`src/rtl/arc4_pkg.sv`:
```
// Shared ARC4 definitions: S-box depth, key-schedule FSM states and key byte extraction.
package arc4_pkg;

  localparam int S_DEPTH   = 256;
  localparam int KEY_MAX   = 32;
  localparam int KEY_EXT_W = 8 * KEY_MAX;

  typedef enum logic [3:0] {
    IDLE,
    FILL,
    RD_I,
    WAIT_I,
    RD_J,
    WAIT_J,
    WR_I,
    WR_J,
    DONE
  } state_t;

  // Big-endian: byte 0 lives in the top 8 bits of an nbytes-wide key.
  function automatic logic [7:0] key_byte(input logic [KEY_EXT_W-1:0] key,
                                          input int nbytes, input int idx);
    return key[8*(nbytes-1-idx) +: 8];
  endfunction

endpackage

```
`src/rtl/ksa_gen_if.sv`:
```
// Controller handshake and S-RAM port of the key-scheduling engine.
interface ksa_gen_if #(parameter int KEY_BYTES = 3);

  logic                   en;
  logic                   rdy;
  logic                   init;
  logic [8*KEY_BYTES-1:0] key;
  logic [7:0]             addr;
  logic [7:0]             rddata;
  logic [7:0]             wrdata;
  logic                   wren;

  modport master (
    input  en, init, key, rddata,
    output rdy, addr, wrdata, wren
  );

  modport slave (
    output en, init, key, rddata,
    input  rdy, addr, wrdata, wren
  );

endinterface

```
`src/rtl/ksa_gen.sv`:
```
// ARC4 key-scheduling engine driving an external single-port S-RAM, with
// optional identity fill, configurable key length and RAM read latency.
module ksa_gen
  import arc4_pkg::*;
#(
  parameter int KEY_BYTES = 3,
  parameter int RD_LAT    = 1
) (
  input  logic       clk,
  input  logic       rst_n,
  ksa_gen_if.master  bus
);

  localparam int KW     = 8 * KEY_BYTES;
  localparam int KIDX_W = (KEY_BYTES > 1) ? $clog2(KEY_BYTES) : 1;

  state_t              state;
  logic [7:0]          i, j, si;
  logic [KIDX_W-1:0]   kidx;
  logic                wcnt;
  logic [KW-1:0]       key_q;
  logic [7:0]          addr_q, wrdata_q;
  logic                wren_q, rdy_q;

  logic [KEY_EXT_W-1:0] key_ext;
  logic [7:0]           kb, j_nxt;
  logic                 wait_last;

  assign key_ext   = KEY_EXT_W'(key_q);
  assign kb        = key_byte(key_ext, KEY_BYTES, int'(kidx));
  assign j_nxt     = j + bus.rddata + kb;
  assign wait_last = (wcnt == 1'(RD_LAT - 1));

  assign bus.rdy    = rdy_q;
  assign bus.addr   = addr_q;
  assign bus.wrdata = wrdata_q;
  assign bus.wren   = wren_q;

  always_ff @(posedge clk or negedge rst_n) begin
    if (!rst_n) begin
      state    <= IDLE;
      i        <= '0;
      j        <= '0;
      si       <= '0;
      kidx     <= '0;
      wcnt     <= '0;
      key_q    <= '0;
      addr_q   <= '0;
      wrdata_q <= '0;
      wren_q   <= 1'b0;
      rdy_q    <= 1'b1;
    end else begin
      case (state)
        IDLE: begin
          if (bus.en && rdy_q) begin
            key_q    <= bus.key;
            i        <= '0;
            j        <= '0;
            kidx     <= '0;
            addr_q   <= '0;
            wrdata_q <= '0;
            rdy_q    <= 1'b0;
            if (bus.init) begin
              state  <= FILL;
              wren_q <= 1'b1;
            end else begin
              state  <= RD_I;
            end
          end
        end

        FILL: begin
          if (addr_q == 8'(S_DEPTH - 1)) begin
            state  <= RD_I;
            addr_q <= i;
            wren_q <= 1'b0;
          end else begin
            addr_q   <= addr_q + 8'd1;
            wrdata_q <= wrdata_q + 8'd1;
          end
        end

        RD_I: begin
          state <= WAIT_I;
          wcnt  <= '0;
        end

        // addr holds through the wait, so rddata is S[i] on the last cycle.
        WAIT_I: begin
          if (wait_last) begin
            si     <= bus.rddata;
            j      <= j_nxt;
            addr_q <= j_nxt;
            state  <= RD_J;
          end else begin
            wcnt <= wcnt + 1'b1;
          end
        end

        RD_J: begin
          state <= WAIT_J;
          wcnt  <= '0;
        end

        // The write-data register doubles as the sj holding register.
        WAIT_J: begin
          if (wait_last) begin
            wrdata_q <= bus.rddata;
            addr_q   <= i;
            wren_q   <= 1'b1;
            state    <= WR_I;
          end else begin
            wcnt <= wcnt + 1'b1;
          end
        end

        WR_I: begin
          addr_q   <= j;
          wrdata_q <= si;
          state    <= WR_J;
        end

        WR_J: begin
          wren_q <= 1'b0;
          if (i == 8'(S_DEPTH - 1)) begin
            state <= DONE;
          end else begin
            i      <= i + 8'd1;
            addr_q <= i + 8'd1;
            kidx   <= (kidx == KIDX_W'(KEY_BYTES - 1)) ? '0 : kidx + 1'b1;
            state  <= RD_I;
          end
        end

        DONE: begin
          rdy_q <= 1'b1;
          state <= IDLE;
        end

        default: state <= IDLE;
      endcase
    end
  end

  a_rdy_idle: assert property (@(posedge clk) disable iff (!rst_n)
    rdy_q == (state == IDLE));

  a_wren_state: assert property (@(posedge clk) disable iff (!rst_n)
    wren_q == (state inside {FILL, WR_I, WR_J}));

endmodule

```
`src/flat_wrapper.sv`:
```
// flat-port wrapper written by rule: the top's interface ports become plain ports
module ksa_gen_flat import arc4_pkg::*;
#(
  parameter int KEY_BYTES = 3,
  parameter int RD_LAT    = 1
)
  (clk, rst_n, bus_en, bus_init, bus_key, bus_rddata, bus_rdy, bus_addr, bus_wrdata, bus_wren);
  ksa_gen_if #(.KEY_BYTES(KEY_BYTES)) bus_i ();
  input  logic clk;
  input  logic rst_n;
  input wire logic [$bits(bus_i.en)-1:0] bus_en;
  input wire logic [$bits(bus_i.init)-1:0] bus_init;
  input wire logic [$bits(bus_i.key)-1:0] bus_key;
  input wire logic [$bits(bus_i.rddata)-1:0] bus_rddata;
  output wire logic [$bits(bus_i.rdy)-1:0] bus_rdy;
  output wire logic [$bits(bus_i.addr)-1:0] bus_addr;
  output wire logic [$bits(bus_i.wrdata)-1:0] bus_wrdata;
  output wire logic [$bits(bus_i.wren)-1:0] bus_wren;
  assign bus_i.en = bus_en;
  assign bus_i.init = bus_init;
  assign bus_i.key = bus_key;
  assign bus_i.rddata = bus_rddata;
  assign bus_rdy = bus_i.rdy;
  assign bus_addr = bus_i.addr;
  assign bus_wrdata = bus_i.wrdata;
  assign bus_wren = bus_i.wren;
  ksa_gen #(.KEY_BYTES(KEY_BYTES), .RD_LAT(RD_LAT)) u_core (.clk(clk), .rst_n(rst_n), .bus(bus_i));
endmodule
```
`config.mk`:
```
export PLATFORM = sky130hd
export DESIGN_NAME = ksa_gen_flat
export DESIGN_NICKNAME = d
export VERILOG_FILES = /design/src/rtl/arc4_pkg.sv /design/src/rtl/ksa_gen_if.sv /design/src/rtl/ksa_gen.sv /design/src/flat_wrapper.sv
export SDC_FILE = /design/constraint.sdc
export NUM_CORES = 1
export LEC_CHECK = 0
export ABC_AREA = 1
export ABC_CLOCK_PERIOD_IN_PS = 7700
export CAP_MARGIN = 20
export CORE_MARGIN = 3
export CORE_UTILIZATION = 61
export CTS_CLUSTER_SIZE = 10
export DETAILED_ROUTE_END_ITERATION = 7
export PLACE_DENSITY_LB_ADDON = 0.2
export SYNTH_ARGS = -nofsm -noshare
export SYNTH_HDL_FRONTEND = slang
export SYNTH_SLANG_ARGS = --single-unit
```
`constraint.sdc`:
```
create_clock -name clk -period 7.7 [get_ports clk]
set_input_delay 1.155 -clock clk [delete_from_list [all_inputs] [get_ports clk]]
set_output_delay 1.155 -clock clk [all_outputs]
set_load 0.02 [all_outputs]
```
# Yosys cells after proc, flatten, opt, wreduce, memory -nomap -nowiden
# Index checks and enable logic that the tools add are counted.
[word_totals]
regBits = 73
input_bits = 36
word_cells = 90
out_inout_bits = 18
[op_classes]
n_shift = 1
bitwise_logic = 1
reduce_logical = 20
eq_ne = 18
mux = 31
add_sub_neg = 8
[op_table]
columns = ["operator", "n"]
rows = [
  ["256-bit by 32-bit indexed part select with 8-bit output", 1],
  ["8-bit two-way mux", 7],
  ["8-bit one-hot mux with 6 select lines", 1],
  ["4-bit one-hot mux with 8 select lines", 1],
  ["8-bit one-hot mux with 2 select lines", 2],
  ["8-bit one-hot mux with 4 select lines", 1],
  ["8-bit by 1-bit adder with 8-bit output (second input constant)", 3],
  ["4-bit two-way mux", 5],
  ["8-bit adder", 2],
  ["4-bit by 3-bit equality test with 1-bit output (second input constant)", 4],
  ["8-bit equality test (second input constant)", 2],
  ["2-bit inequality test (second input constant)", 5],
  ["5-bit AND reduction", 2],
  ["4-bit by 2-bit equality test with 1-bit output (second input constant)", 2],
  ["2-bit two-way mux", 4],
  ["4-bit AND reduction", 2],
  ["2-bit nonzero test", 4],
  ["4-bit nonzero test", 2],
  ["1-bit two-way mux", 6],
  ["2-bit AND reduction", 3],
  ["3-bit AND reduction", 2],
  ["6-bit nonzero test", 1],
  ["4-bit by 1-bit equality test with 1-bit output (second input constant)", 1],
  ["4-bit equality test (second input constant)", 1],
  ["other kinds (12)", 15],
]

# Longest topological paths before layout
[logic_depth]
ltp_word = 5
depth_mapped = 22
ltp_nobuf = 19

# Worst setup path before layout
# No wires, ideal clock.
[synth_timing]
path_kind = "register to register"
start = "register u_core.kidx[0]"
end = "register u_core.addr_q[5], in the netlist u_core.bus.addr[5]"
path_stages_with_launch = 23
slack_ns = 4.282
t_required_ns = 7.584
n_path_buf = 3
arrival_ns = 3.302
path_cell_list = "dfrtp_1 buf_4 clkinv_1 buf_2 ha_1 buf_2 inv_1 a21oi_1 a211oi_1 fa_1 ha_1 inv_1 fa_1 inv_1 nand3_1 nand2_1 nand2_1 nand3_1 nand2_1 inv_1 nand3_1 nand2_1 nand2_1"
[synth_via]
elab_chain_cells = 5
[synth_lines]
columns = ["item", "line_no", "source"]
rows = [
  ["start: declaration", "ksa_gen.sv:19", "logic [KIDX_W-1:0] kidx;"],
  ["start signal: assignment", "ksa_gen.sv:130", "kidx <= (kidx == KIDX_W'(KEY_BYTES - 1)) ? '0 : kidx + 1'b1;"],
  ["2-bit by 2-bit subtractor with 3-bit output", "arc4_pkg.sv:23", "return key[8*(nbytes-1-idx) +: 8];"],
  ["256-bit by 32-bit indexed part select with 8-bit output", "arc4_pkg.sv:23", ""],
  ["8-bit adder", "ksa_gen.sv:31", "assign j_nxt = j + bus.rddata + kb;"],
  ["8-bit two-way mux", "ksa_gen.sv:90", "if (wait_last) begin"],
  ["8-bit one-hot mux with 6 select lines", "ksa_gen.sv:53", "case (state)"],
  ["end signal: assignment", "ksa_gen.sv:75", "addr_q <= i;"],
  ["end signal: assignment", "ksa_gen.sv:93", "addr_q <= j_nxt;"],
  ["end signal: assignment", "ksa_gen.sv:109", "addr_q <= i;"],
  ["end: declaration", "ksa_gen.sv:22", "logic [7:0] addr_q, wrdata_q;"],
]
# Every way passes these cells. The select of a mux whose other input is x is not followed.
# A chain may end at the register's enable or synchronous reset.

# Worst setup path after layout
[layout_timing]
start = "register u_core.kidx[0]"
end = "register u_core.addr_q[7], in the netlist u_core.bus.addr[7]"
# Same word-level chain as after synthesis.

==> results.yml <==
run_status:
  status: "completed"
clock_tree:
  max-clock-path-buffers: 2
  numCtsBuffers: 9
  cts_tree: "done"
  postCtsHoldBufs: 0
  cts-root-buf: "clkbuf_8"
  clock-sinks: 72
  cts_resized: 0
  path_clk_slew_ps: 70
  clk_latency_ps: 350
  cts_setup_buffers: 0
  htree_num_levels: 3
hold_path:
  holdPathStages: 2
  worstHoldPathType: "reg2reg"
drt:
  via_per_inst: 5.40
  drc: 0
  num_vias: 4008
  drt-wirelength-per-cell_um: 14.3
  drt_iter0_drc: 229
  ant_nets: 0
  wirelength_um: 10600
  drt_pass1_iterations: 5
placement:
  dp_slack_ps: 3650
  portBuffers: 53
  hpwl_um: 7990
  place.gp.congestion: 0.897
floorplanning:
  die_y_um: 91.4
  start_util: 0.641
  dieArea_um2: 8350
  num_rows: 30
  io_pins: 54
  die_w_um: 91.4
  core_um2: 6940
cells_and_area:
  final_util: 0.746
  area_delta_synth_final_pct: 16.5
  antennaDiodeCount: 0
  nets: 698
  drive_above_1_share: 0.0743
sta:
  tns_ps: 0
  finalSetupViolCount: 0
  period_minus_slack_ps: 4130
  worst_slack_ps: 3570
  fin_skew_ps: 9.47
  fin_crit_sh: 0.536
  relSlewSlack: 0.398
  hold_viol: 0
  fmax_mhz: 242
  tightest_slew_ps: 903
  rsz0062_at_grt: "no"
  drv_slew: 0
pwr:
  power_frac_comb: 0.064
  p_sw_uw: 162
  p_clk_frac: 0.408
  p_leak_uw: 0.00266
  p_int_uw: 557
  irDropWorstVdd_v: 0.000112
  p_sw_frac: 0.225
  pwr-share-seq: 0.528
  powerDensity_nw_per_um2: 139
yosys:
  synth-seq-cells: 72
  synthesis.nets: 649
  syn_avg_cell_area_um2: 7.50
  synth_area_um2: 4450
  synthArstFlopShare: 1.00
  synthFlopType: "dfrtp_1"
  syn_inst: 593
  synth_adder_area_share: 0.0697
  synth_simple_gate_area_frac: 0.307
  ys_seq_area_frac: 0.405
  synth_xor_area_frac: 0.00787
  yosysTopAreaCell: "dfrtp_1"
  synth_edf_count: 0
  ys_warn_count: 0
  synthMuxAreaShare: 0
  synth_top_area_frac: 0.399
  synth_area_leaders: "dfrtp_1 40%, nand2_1 18%, inv_1 5.2%, o21ai_0 4.8%, nand3_1 4.4%"
  synth_top_family_by_area: "simple AND/OR/NAND/NOR gates"
  synth_cell_type_count: 43
  synth-compound-area-share: 0.126
setup_path:
  startpoint_type: "register"
  rr_startpoint: "u_core.kidx[0]$_DFFE_PN0P_"
  crit_arrival_ps: 4360
  ff2ff_setup_slack_ps: 3570
  critPathLaunch: "u_core.kidx[0]$_DFFE_PN0P_"
  crit_type: "reg2reg"
  required_ps: 7930
  critPathCaptureType: "register"
  reg2reg_depth: 17
  worstPathMaxFanout: 18
  crit_end: "u_core.bus.addr[7]$_DFFE_PN0P_"
  rr_endpoint: "u_core.bus.addr[7]$_DFFE_PN0P_"
global_route:
  grt_pass1_vias: 3956
  grt_max_degree: 73
  grt-ovfl-total: 0
  antenna_found_initial: 0
  track_usage: 0.273
  grt_pass1_wl_um: 18100
run:
  drv_cap: 0
## metal layers
layer  share of wire  vias to the layer above  global-route usage
li1                -                     2004                   -
met1            0.44                     1833               0.355
met2            0.46                      140               0.440
met3           0.063                       31              0.0539
met4           0.031                        0               0.127
met5               0                        -                   0
## registers in the layout, indices dropped and copies added, names as in the netlist
| signal | cells |
|---|---|
| u_core.state | 4 |
| u_core.bus.rdy | 1 |
| u_core.j | 8 |
| u_core.key_q | 24 |
| u_core.i | 8 |
| u_core.bus.wrdata | 8 |
| u_core.si | 8 |
| u_core.bus.wren | 1 |
| u_core.kidx | 2 |
| u_core.bus.addr | 8 |
## logic make-up after synthesis
family                     count (synthesis)
and+or+nand+nor                          312
DFF                                       72
buffers and inverters                     87
AOI/OAI and AO/OA                         98
adders and majority gates                 20
xor gates and xnor gates                   4
## how the worst min path moves through the flow
stage / start / end / slack [ps]
finish: u_core.key_q[17]$_DFFE_PN0P_ / u_core.key_q[17]$_DFFE_PN0P_ / 480
global route: u_core.si[4]$_DFFE_PN0P_ / u_core.si[4]$_DFFE_PN0P_ / 510
global placement: u_core.key_q[16]$_DFFE_PN0P_ / u_core.key_q[16]$_DFFE_PN0P_ / 460
CTS: u_core.key_q[17]$_DFFE_PN0P_ / u_core.key_q[17]$_DFFE_PN0P_ / 480
detailed placement: u_core.key_q[20]$_DFFE_PN0P_ / u_core.key_q[20]$_DFFE_PN0P_ / 460
floorplan: u_core.key_q[14]$_DFFE_PN0P_ / u_core.key_q[14]$_DFFE_PN0P_ / 440
## critical path: stages, from the launching register on
cell and delay (ps):
dfrtp_1 550, clkinv_1 490, ha_1 630, inv_1 210, a21oi_1 170, a211oi_1 110
fa_1 500, ha_1 210, inv_1 70, fa_1 420, nor3_1 200, nor2_1 90
inv_1 60, nand2_1 50, nand3_1 70, nand2_1 70, nand2_1 60, nand2_1 50
## synthesized netlist by cell type, types with 2 or more instances
cell type	instances
nand3_2	3
a21oi_1	28
inv_2	7
o21ai_0	43
nor2_1	25
a211oi_1	7
o211ai_1	5
nand3_4	2
nand2_2	7
xnor2_1	3
inv_1	62
o21ai_1	6
dfrtp_1	71
buf_2	7
buf_4	4
ha_1	12
fa_1	8
nor3b_1	2
buf_6	3
nor2_4	4
nand4_1	6
or2_2	2
nand2_1	213
o21ai_2	2
nand3_1	39
nor3_1	5
## stage by stage
stage	instance area (µm²)	instances	hold slack, ps	total power (µW)
global route	5180	742	511	745
global placement	5000	727	464	433
finish	5180	742	478	719
CTS	5180	742	482	723
floorplan	4450	593	442	402
detailed placement	5000	727	464	434
## final cells by class
| class | instances | area [µm²] |
|---|---|---|
| Clock buffer | 11 | 141 |
| Fill cell | 549 | 1760 |
| Sequential cell | 72 | 1800 |
| Multi-Input combinational cell | 434 | 2270 |
| Timing Repair Buffer | 54 | 533 |
| Clock inverter | 4 | 45.0 |
| Tap cell | 96 | 120 |
| Inverter | 71 | 269 |
## cell usage in the layout, fill, tap and decap left out, drive strengths merged, types with 3 or more instances in the layout
master	n
nor2	30
nand2	221
a21oi	28
fa	8
clkinv	4
ha	12
nand4	6
dfrtp	71
o211ai	5
inv	70
a211oi	7
o21ai	51
clkdlybuf4s50	52
clkbuf	11
xnor2	3
nand3	44
nor3	5
## power by group through the flow
stage | Sequential, µW | Clock [µW] | Combinational [µW]
3_3_place_gp | 387 | 0 | 45.8
4_1_cts | 380 | 297 | 46.9
3_5_place_dp | 387 | 0 | 46.6
5_1_grt | 380 | 312 | 52.8
6_report | 380 | 293 | 46.2
2_1_floorplan | 387 | 0 | 15.6
Power figures use the tool's default switching activity.
